$ cat config.mk
export PLATFORM = sky130hd
export DESIGN_NAME = fetch_sequencer
export DESIGN_NICKNAME = d
export VERILOG_FILES = /design/src/rtl/arisco_pkg.sv /design/src/rtl/fetch_sequencer_next_pc.sv /design/src/rtl/fetch_sequencer.sv
export SDC_FILE = /design/constraint.sdc
export NUM_CORES = 1
export LEC_CHECK = 0
export BUFFER_PORTS_ARGS = -buffer_cell sky130_fd_sc_hd__buf_2
export CORE_AREA = 2 2 136 138
export DETAILED_ROUTE_END_ITERATION = 16
export DIE_AREA = 0 0 138 140
export GPL_TIMING_DRIVEN = 0
export HOLD_SLACK_MARGIN = 0.1
export PLACE_DENSITY = 0.75
export RECOVER_POWER = 100
export SETUP_SLACK_MARGIN = 0.5
export SKIP_LAST_GASP = 1
export SLEW_MARGIN = 20
export SYNTH_ARGS = -nofsm -noshare
export SYNTH_HDL_FRONTEND = slang
export SYNTH_SLANG_ARGS = --single-unit
export TNS_END_PERCENT = 5
$ cat constraint.sdc
create_clock -name clk -period 9.7 [get_ports clk]
set_clock_uncertainty 0.2 [all_clocks]
set_input_delay 1.94 -clock clk [delete_from_list [all_inputs] [get_ports clk]]
set_output_delay 1.94 -clock clk [all_outputs]
set_load 0.05 [all_outputs]
$ cat src/rtl/arisco_pkg.sv
// arisco_pkg: shared opcodes, sequencer state type and fixed instruction words.
// No ports. Helper op_supported() decides whether an instruction word's opcode is
// one the datapath implements; it is used only when FETCH_SEQ_TRAP_EN is defined.
package arisco_pkg;
   localparam logic [6:0] OP_R      = 7'b0110011;
   localparam logic [6:0] OP_I      = 7'b0010011;
   localparam logic [6:0] OP_LOAD   = 7'b0000011;
   localparam logic [6:0] OP_STORE  = 7'b0100011;
   localparam logic [6:0] OP_LUI    = 7'b0110111;
   localparam logic [6:0] OP_JAL    = 7'b1101111;
   localparam logic [6:0] OP_SYSTEM = 7'b1110011;
   localparam logic [31:0] INSN_NOP    = 32'h0000_0013;
   localparam logic [31:0] INSN_ECALL  = 32'h0000_0073;
   localparam logic [31:0] INSN_EBREAK = 32'h0010_0073;
   typedef enum logic [1:0] {S_IDLE, S_FETCH, S_EXEC, S_HALT} seq_state_t;
   // Only ECALL/EBREAK are legal SYSTEM words; anything else in that opcode traps.
   function automatic logic op_supported(input logic [31:0] insn);
      case (insn[6:0])
         OP_R, OP_I, OP_LOAD, OP_STORE, OP_LUI, OP_JAL: return 1'b1;
         OP_SYSTEM: return insn == INSN_ECALL || insn == INSN_EBREAK;
         default: return 1'b0;
      endcase
   endfunction
endpackage

$ cat src/rtl/fetch_sequencer_next_pc.sv
// next_pc_unit: combinational next-PC candidates for the current instruction.
// Inputs : pc, instruction
// Outputs: pc_plus4 (pc+4 mod 2^32), jal_target (pc + J-immediate),
//          is_jal (opcode is JAL), misaligned (jal_target not word aligned)
module next_pc_unit
   import arisco_pkg::*;
(
   input  logic [31:0] pc,
   input  logic [31:0] instruction,
   output logic [31:0] pc_plus4,
   output logic [31:0] jal_target,
   output logic        is_jal,
   output logic        misaligned
);
   logic [31:0] j_imm;
   assign j_imm      = {{11{instruction[31]}}, instruction[31], instruction[19:12],
                        instruction[20], instruction[30:21], 1'b0};
   assign pc_plus4   = pc + 32'd4;
   assign jal_target = pc + j_imm;
   assign is_jal     = instruction[6:0] == OP_JAL;
   assign misaligned = |jal_target[1:0];
endmodule

$ cat src/rtl/fetch_sequencer.sv
// fetch_sequencer: multi-cycle PC owner that fetches over req/ack and strobes execution.
// Ports: clk, reset (sync, active-high), run (permit new fetch);
//        imem_req/imem_addr/imem_ack/imem_rdata (instruction fetch handshake);
//        instruction, pc, pc_next (to datapath); exec_en (one-cycle commit strobe);
//        halted, fault (sticky status); retired (committed instruction count).
// Build option: define FETCH_SEQ_TRAP_EN to fault on opcodes the datapath lacks.
module fetch_sequencer
   import arisco_pkg::*;
#(
   parameter logic [31:0] RESET_PC       = 32'h0000_0000,
   parameter int unsigned TIMEOUT_CYCLES = 16
) (
   input  logic        clk,
   input  logic        reset,
   input  logic        run,
   output logic        imem_req,
   output logic [31:0] imem_addr,
   input  logic        imem_ack,
   input  logic [31:0] imem_rdata,
   output logic [31:0] instruction,
   output logic [31:0] pc,
   output logic [31:0] pc_next,
   output logic        exec_en,
   output logic        halted,
   output logic        fault,
   output logic [31:0] retired
);
   localparam logic [7:0] WAIT_LAST = 8'(TIMEOUT_CYCLES - 1);
   seq_state_t  state_q;
   logic [31:0] pc_q, pc_d, insn_q, retired_q;
   logic [7:0]  wait_q;
   logic        req_q, halted_q, fault_q;
   logic [31:0] pc_plus4, jal_target;
   logic        is_jal, misaligned, is_sys, bad_op, commit;
   next_pc_unit u_next_pc (
      .pc          (pc_q),
      .instruction (insn_q),
      .pc_plus4    (pc_plus4),
      .jal_target  (jal_target),
      .is_jal      (is_jal),
      .misaligned  (misaligned)
   );
   assign is_sys = insn_q == INSN_ECALL || insn_q == INSN_EBREAK;
`ifdef FETCH_SEQ_TRAP_EN
   assign bad_op = !op_supported(insn_q);
`else
   assign bad_op = 1'b0;
`endif
   // An instruction commits unless it halts the core (system call, trap, bad jump).
   assign commit = !is_sys && !bad_op && !(is_jal && misaligned);
   assign pc_d   = is_jal ? jal_target : pc_plus4;
   always_ff @(posedge clk) begin
      if (reset) begin
         state_q   <= S_IDLE;
         pc_q      <= RESET_PC;
         insn_q    <= INSN_NOP;
         retired_q <= '0;
         wait_q    <= '0;
         req_q     <= 1'b0;
         halted_q  <= 1'b0;
         fault_q   <= 1'b0;
      end else begin
         case (state_q)
            S_IDLE:
               if (run) begin
                  state_q <= S_FETCH;
                  req_q   <= 1'b1;
               end
            S_FETCH:
               // Ack is checked first so a response on the final wait cycle still wins.
               if (imem_ack) begin
                  insn_q  <= imem_rdata;
                  wait_q  <= '0;
                  req_q   <= 1'b0;
                  state_q <= S_EXEC;
               end else if (wait_q == WAIT_LAST) begin
                  req_q    <= 1'b0;
                  halted_q <= 1'b1;
                  fault_q  <= 1'b1;
                  state_q  <= S_HALT;
               end else begin
                  wait_q <= wait_q + 8'd1;
               end
            S_EXEC:
               if (commit) begin
                  pc_q      <= pc_d;
                  retired_q <= retired_q + 32'd1;
                  req_q     <= run;
                  state_q   <= run ? S_FETCH : S_IDLE;
               end else begin
                  halted_q <= 1'b1;
                  fault_q  <= !is_sys;
                  state_q  <= S_HALT;
               end
            default: ;
         endcase
      end
   end
   assign imem_req    = req_q;
   assign imem_addr   = pc_q;
   assign instruction = insn_q;
   assign pc          = pc_q;
   assign pc_next     = pc_plus4;
   assign exec_en     = state_q == S_EXEC && commit;
   assign halted      = halted_q;
   assign fault       = fault_q;
   assign retired     = retired_q;
endmodule

Word-level counts from Yosys, hierarchy flattened --
Cells that the tools add are included. Widths: inputs -> output; s select.
Cells by class: reductions and logical operators 16, muxes and demuxes 20, add/subtract/negate cells 4, equality and inequality tests 13
Operators by type and width (count):
- $add 32x1->32 const B | 1
- $add 32x3->32 const B | 1
- $add 32x32->32 | 1
- $eq 32x21->1 const B | 1
- $eq 32x7->1 const B | 1
- $mux 32 | 1
- $mux 8 | 2
- $ne 2x2->1 const B | 6
- $mux 1 | 9
- $add 8x1->8 const B | 1
- $eq 8x4->1 const B | 1
- $mux 2 | 4
- $reduce_and 4->1 | 2
- $eq 7x7->1 const B | 1
- $pmux 2 s3 | 1
- $reduce_and 2->1 | 3
- $pmux 1 s2 | 2
- $logic_and 1x1->1 | 3
- $ne 3x3->1 const B | 1
- $pmux 1 s3 | 1
- $reduce_and 3->1 | 1
- $reduce_bool 3->1 | 1
- $eq 2x1->1 const B | 1
- $eq 2x2->1 const B | 1
- other kinds (5) | 6
Word-level totals: input port bits 36, logic and storage cells 61, register bits 109, output and inout port bits 164

Longest topological paths before layout --
Gate-level depths: netlist (run 1).
depth after elaboration 7, depth in mapped cells 12, depth with buffers taken out 12

Hierarchy --
Synthesis (run 1) repeated with hierarchy kept, for this count alone.
Unflattened totals: cells, all modules 936, area total of the unflattened synthesis 7455.9 um^2
Modules (own cells, without submodules):
- fetch_sequencer | instances 1, sequential area each 2182.1 um^2, area an instance 5117.4 um^2, cells each 600
- next_pc_unit | instances 1, sequential area each 0.0 um^2, area an instance 2338.5 um^2, cells each 336

Worst setup path before layout (run 1) --
No wires, ideal clock.
path type register -> output, start reg pc_q[2] (netlist: imem_addr[2]), end out pc_next[24], path buffers 1, required time 7.560 ns, stages on the path, launching flop included 9, slack 4.467 ns, arrival time 3.093 ns, cell sequence dfxtp_1 ha_1 and3_1 clkbuf_1 nand3_1 or3_4 nor2_4 nand4_1 xnor2_1
On the way: cells in the longest elaborated chain, start to end 1
RTL lines:
- start, declared | line fetch_sequencer.sv:30 | logic [31:0] pc_q, pc_d, insn_q, retired_q;
- start signal, assigned | line fetch_sequencer.sv:86 | pc_q <= pc_d;
- $add 32x3->32 | line fetch_sequencer_next_pc.sv:18 | assign pc_plus4 = pc + 32'd4;
- end, declared | line fetch_sequencer.sv:22 | output logic [31:0] pc_next,
Every way passes these cells.

Worst setup path after layout (run 1) --
start reg insn_q[31] (netlist: instruction[31]), end out exec_en
On the way: cells in the longest elaborated chain, start to end 5, elaborated cells between the ends (all ways) 6, classes of those cells eq/ne (2); reduce/logical (4)
RTL lines:
- start, declared | line fetch_sequencer.sv:30
- start signal, assigned | line fetch_sequencer.sv:72 | insn_q <= imem_rdata;
- $eq 32x7->1 / $eq 32x21->1 (equally long branches) | line fetch_sequencer.sv:43 | assign is_sys = insn_q == INSN_ECALL || insn_q == INSN_EBREAK;
- $logic_or 1x1->1 * | line fetch_sequencer.sv:43
- $logic_not 1->1 * | line fetch_sequencer.sv:50 | assign commit = !is_sys && !bad_op && !(is_jal && misaligned);
- $logic_and 1x1->1 * | line fetch_sequencer.sv:50
- $logic_and 1x1->1 * | line fetch_sequencer.sv:104 | assign exec_en = state_q == S_EXEC && commit;
- end, declared | line fetch_sequencer.sv:23 | output logic exec_en,
Mark *: on every way between the ends. The rest lies on a longest branch, timed or not.

==> results of run 1 <==
==> per-layer routing <==
layer | vias up | wire length, µm
li1 | 3624 | -
met1 | 3340 | 10200
met2 | 327 | 10400
met3 | 48 | 1940
met4 | 0 | 736
met5 | - | 0
==> metrics by stage <==
step	setup WS [ps]	hold WS, ps
after global routing	3980	299
after detailed placement	4730	265
after global placement	4780	250
final	4080	281
after CTS	4330	278
after floorplan	4470	249
==> cell type report <==
cell class / instances / area share
multi-input combinational: 723 / 0.520
sequential: 108 / 0.255
timing repair buffer: 195 / 0.0912
buffer: 76 / 0.0534
tap: 229 / 0.0338
clock buffer: 9 / 0.0266
clock inverter: 7 / 0.0106
inverter: 21 / 0.00930
==> flip-flops by register name, summed over array words and instances, names as in the netlist <==
name         count
fault            1
halted           1
imem_addr       31
imem_req         1
instruction     32
retired         32
state_q          2
wait_q           8
==> cells by family after synthesis <==
family | after synthesis
and+or+nand+nor | 402
AOI/OAI and AO/OA | 198
DFF | 108
other | 1
buffers and inverters | 97
xor gates and xnor gates | 80
muxes | 2
adders and majority gates | 38
==> synth_stat cells, types with 8 or more instances <==
| cell type | count |
|---|---|
| xor2_1 | 42 |
| inv_1 | 20 |
| a311oi_1 | 8 |
| clkbuf_1 | 30 |
| a21o_1 | 13 |
| nor3_1 | 21 |
| nand2_1 | 155 |
| nor2_1 | 99 |
| xnor2_1 | 36 |
| ha_1 | 37 |
| nand4_1 | 13 |
| nand3_1 | 40 |
| a21oi_1 | 71 |
| o21ai_0 | 29 |
| nor4_1 | 9 |
| and3_1 | 20 |
| dfxtp_1 | 108 |
| a211oi_1 | 10 |
| buf_4 | 37 |
==> worst min-delay path: stages (launching register included) <==
cell	delay, ps
dfxtp_1	330
nand2_1	60
a21oi_1	50
==> where the power goes <==
group          switching (mW)  internal (mW)  total, mW
Combinational           0.496          0.171      0.667
Clock                   0.192          0.207      0.399
Sequential             0.0680          0.489      0.557
==> final timing paths <==
| check | startpoint | endpoint | slack, ps |
|---|---|---|---|
| setup / recovery | instruction[31] | exec_en | 4080 |
| hold / removal | instruction[6] | instruction[6] | 280 |
| setup reg to reg | instruction[21] | imem_addr[31] | 5530 |
| hold reg to reg | instruction[6] | instruction[6] | 280 |
==> metrics.md, run 1 <==
| Metric | Value |
|---|---|
| Outcome | `finished clean` |
| Layout Cells excl Fill | `1368` |
| Post-CTS Setup Bufs | `0` |
| Critical-path top delay cell | `nor3_1` |
| Final Util | `0.477` |
| Syn Inst Count | `926` |
| Via/cell ratio | `5.36` |
| Delay-heaviest family, CP | `simple AND/OR/NAND/NOR gates` |
| Largest net degree at the start of global routing | `21` |
| Synth unique cells | `81` |
| Drt drc | `0` |
| Hold Vio Cnt, Final | `0` |
| Adder-Cell Fraction of Synth Area | `0.0676` |
| Crit Path Category | `reg -> out` |
| First DRT Iteration DRCs | `between 500 and 600` |
| WL per Instance | `about 17 µm` |
| Pins Over Slew Limit | `0` |
| Antenna violations before repair | `0` |
| Final setup viols | `0` |
| Synth Area in Compound Gates | `0.188` |
| Later-pin clock latency in the skew report | `~370 ps` |
| Synthesis-stage register bit count | `108` |
| Busiest metal layer after global routing | `met2` |
| First-pass GRT wire length | `36.2 mm` |
| Core ar. | `around 18000 µm²` |
| Total power draw | `around 1.6 mW` |
| Total GRT Usage | `0.232` |
| Crit path DAT | `around 3500 ps` |
| Most common cell after layout, fill and taps aside | `clkbuf_1` |
| Die height | `~140 µm` |
| Avg Cell Area, Syn | `~7.7 µm²` |
| Hold Crit Class | `reg -> reg` |
| Power density over the cells | `191 nW/µm²` |
| Syn Std Cell Area | `7150 µm²` |
| Met1 GRT Util | `0.300` |
| Nets | `between 1000 and 1500` |
| Slew HR | `0.335` |
| CTS tree | `yes` |
| Area Overhead vs Synth | `18.6%` |
| Worst-path fanout max | `15` |
| HPWL Detailed | `~18 mm` |
| Register area | `2160 µm²` |
| Max_cap viols | `0` |
| Post-CTS Hold Buffers | `0` |
| Worst Path Buf+Inv | `3` |
| Fmax | `178 MHz` |
| P_leak | `roughly 3.4 nW` |
| Top cells by area, synth | `dfxtp_1 30%, nand2_1 8.1%, ha_1 6.5%` |
| Die ar. | `between 15000 and 20000 µm²` |
| Top cell type by total area after synthesis | `dfxtp_1` |
| Met2 Use GR | `0.378` |
| TritonCTS buffer count | `9` |
| Synth Flop Type | `dfxtp_1` |
| Number of global-route vias before repair | `approximately 6800` |
| Placed Area | `8420 µm²` |
| Clock-pin slew on the worst setup and hold paths | `around 80 ps` |
| Final min period | `5620 ps` |
| Clock sink count | `~110` |
| Final worst-path cycle share | `0.580` |
| Cell breakdown of the critical path | `nor4_1, nand4_1, nor3_1, nand3b_1, inv_1, clkbuf_1, clkbuf_1` |
| Startpoint Class | `flop` |
| Final ANT Viol Nets | `0` |
| Met3 usage | `0.0479` |
| Most frequent cells in the layout | `195 x clkbuf_1, 155 x nand2_1, 108 x dfxtp_1, 99 x nor2_1, 71 x a21oi_1` |
| CTS root buffer | `clkbuf_16` |
| Crit-path max cell delay | `roughly 650 ps` |
| Yosys warning total | `0` |
| Critical Path End Type | `output pin` |
| Worst Max-Slew Pin Slew | `just under 1000 ps` |
| Routed WL | `about 23 mm` |
| Largest family of logic cells by synthesized area | `simple AND/OR/NAND/NOR gates` |
| Cell count after placement | `1352` |
| Maximum root-to-sink buffer count | `2` |
| Seq/Total Area, Yosys | `0.303` |
| Hold path depth | `2` |
| Die X | `138 µm` |
| Async SR Flop Fraction | `0` |
| RSZ-0062 raised after global routing | `no` |
| CTS H-tree depth | `3` |
| Share of layout cells above drive strength 1 | `0.104` |
| Most Frequent Cell on Critical Path | `clkbuf_1` |
| Resized Gates After CTS | `0` |
| Fillers | `1877` |
| Ant diodes | `0` |
| Area occupied by multi-input gates | `~4400 µm²` |
| Placer congestion estimate | `0.933` |
| Boundary pin count | `200` |
| Worst r2r path cells | `12` |
| Xor-xnor portion of the synthesized cell area | `0.100` |
| Setup_tns | `0 ps` |
| Top-area cell type share of the netlist area | `0.303` |
| Critical path required time | `between 7000 and 8000 ps` |
| Post-route design area | `8480 µm²` |
| Worst path depth | `7` |
| Initial core utilization | `0.402` |
| DRT Pass-1 Iters | `5` |
| Simple-gate share of the synthesized area | `0.263` |
| VDD IR max | `~0.12 mV` |
| Port bufs | `a little under 200` |
| Via Count | `7339` |
| Row count | `49` |
| Multiplexer share of the synthesized area | `0.00298` |
| Post-synth EDFFs | `0` |
| Grt total ovfl | `0` |
(Power assumes the default switching activity.)
==> run 2: changes to the inputs <==
- PLACE_DENSITY: 0.75 -> 0.77
- clock period: 9.7 -> 4.9 ns (I/O delays scaled with it)
==> run 2 against run 1 <==
Effect of this change: critical path depth stayed put; non-clock buffer count stayed put; combinational power up 98%; clock power grew 110%; critical endpoint unchanged; highest routed layer unchanged; largest cell class unchanged; wire length decreased by 1.1%; largest power group unchanged; sequential power grew 97%.
==> metrics.md, run 2 (same netlist as run 1, synthesis figures left out) <==
| Metric | Value |
|---|---|
| Drt drc | `0` |
| Outcome | `finished clean` |
| Hold Crit Class | `reg -> reg` |
| CTS H-tree depth | `3` |
| Maximum root-to-sink buffer count | `2` |
| Post-route design area | `~8500 µm²` |
| Net Switching | `between 1 and 1.5 mW` |
| CTS tree | `yes` |
| Power density over the cells | `383 nW/µm²` |
| Via/cell ratio | `approximately 5.4` |
| Clock power frac | `0.257` |
| CTS root buffer | `clkbuf_16` |
| Sequential share of power | `0.338` |
| Clock-pin slew on the worst setup and hold paths | `roughly 70 ps` |
| Clock sink count | `about 110` |
| Max_cap viols | `0` |
| WL per Instance | `16.8 µm` |
| Core ar. | `between 15000 and 20000 µm²` |
| Nets | `approximately 1200` |
| Final min period | `4550 ps` |
| Pins Over Slew Limit | `0` |
| First DRT Iteration DRCs | `between 500 and 600` |
| Via Count | `between 7000 and 8000` |
| Final ANT Viol Nets | `0` |
| P_int | `1.78 mW` |
| Startpoint Class | `flop` |
| Hold Vio Cnt, Final | `0` |
| Total GRT Usage | `0.228` |
| P_leak | `roughly 3.5 nW` |
| RSZ-0062 raised after global routing | `yes` |
| Switching portion of total power | `0.454` |
| Final setup viols | `0` |
| TritonCTS buffer count | `9` |
| Most frequent cells in the layout | `189 x clkbuf_1, 155 x nand2_1, 108 x dfxtp_1, 99 x nor2_1, 71 x a21oi_1` |
| Largest net degree at the start of global routing | `20` |
| Boundary pin count | `200` |
| Post-CTS Hold Buffers | `0` |
| Port bufs | `195` |
| Routed WL | `between 20 and 25 mm` |
| Post-CTS Setup Bufs | `0` |
| Number of global-route vias before repair | `approximately 7000` |
| Worst Max-Slew Pin Slew | `between 1000 and 1500 ps` |
| Final setup margin | `around 350 ps` |
| Row count | `49` |
| Final worst-path cycle share | `0.929` |
| Die X | `138 µm` |
| Most common cell after layout, fill and taps aside | `clkbuf_1` |
| Die ar. | `between 15000 and 20000 µm²` |
| Worst-path fanout max | `15` |
| Logic gate share of total power | `0.405` |
| Ant diodes | `0` |
| Later-pin clock latency in the skew report | `360 ps` |
| Crit path DAT | `3370 ps` |
| Share of layout cells above drive strength 1 | `0.111` |
| Grt total ovfl | `0` |
| Placer congestion estimate | `roughly 0.94` |
| Fillers | `approximately 1900` |
| Fmax | `about 220 MHz` |
| Crit Path Category | `reg -> out` |
| Area Overhead vs Synth | `19.3%` |
| HPWL Detailed | `between 15 and 20 mm` |
| Critical path required time | `between 3000 and 4000 ps` |
| Placed Area | `8420 µm²` |
| First-pass GRT wire length | `approximately 36 mm` |
| Slew HR | `0.0373` |
| WHS | `around 280 ps` |
| Die height | `about 140 µm` |
| Setup_tns | `0 ps` |
| Initial core utilization | `0.402` |
| Place WS | `906 ps` |
| Antenna violations before repair | `0` |
| DRT Pass-1 Iters | `5` |
| Critical Path End Type | `output pin` |
| VDD IR max | `around 0.26 mV` |
==> run 2: changes by cell type in the layout (fill, tap and decap cells not counted), sizes merged <==
| cell | before | now |
|---|---|---|
| buf | 75 | 80 |
| bufinv | 1 | 2 |
| clkbuf | 205 | 201 |
| clkinv | 2 | 1 |
| clkinvlp | 1 | 0 |
==> run 2: final cells by class <==
class	instances	area, µm²	share of cell area
multi-input combinational	723	4420	0.518
sequential	108	2160	0.254
timing repair buffer	195	779	0.0914
buffer	76	460	0.0540
tap	229	287	0.0336
clock buffer	10	239	0.0280
clock inverter	6	103	0.0120
inverter	21	78.8	0.00925
==> run 2: worst paths after layout <==
kind / startpoint / end / slack, ps / depth (start not counted)
max: instruction[31] / exec_en / 350 / 7
min: instruction[10] / instruction[10] / 280 / 2
max reg2reg: instruction[21] / imem_addr[31] / 700 / 12
min reg2reg: instruction[10] / instruction[10] / 280 / 2
==> run 2: per-stage QoR <==
stage,instances,power (mW),utilization
final,1368,3.26,0.479
after global routing,1368,3.42,0.479
after CTS,1368,3.30,0.493
after detailed placement,1352,2.47,0.473
after global placement,1352,2.45,0.473
after floorplan,928,2.12,-
==> run 2: worst max-delay path: stages, from the launching register on <==
cell and delay [ps]:
dfxtp_1 580, nor4_1 370, nand4_1 150, nor3_1 700, nand3b_2 340, inv_1 190
clkbuf_1 350, clkbuf_2 340
==> run 2: routing by layer <==
layer / global-route usage / wire (µm) / vias up
met5: 0 / 0 / -
li1: - / - / 3628
met2: 0.370 / 10200 / 354
met3: 0.0421 / 1930 / 56
met4: 0.0983 / 827 / 0
met1: 0.297 / 9990 / 3405
==> run 2: what timing repair did <==
| item | 4_1_cts | 5_1_grt |
|---|---|---|
| endpoints found under the setup margin | 0 | 6 |
| gates resized for setup | 0 | 1 |
| endpoints found under the hold margin | 0 | 0 |
==> run 2: power by group through the flow <==
stage	sequential [mW]	clock [mW]	combinational, mW
after floorplan	1.35	0	0.774
after CTS	1.10	0.849	1.35
after global routing	1.12	0.883	1.42
final	1.10	0.838	1.32
after detailed placement	1.12	0	1.35
after global placement	1.12	0	1.33
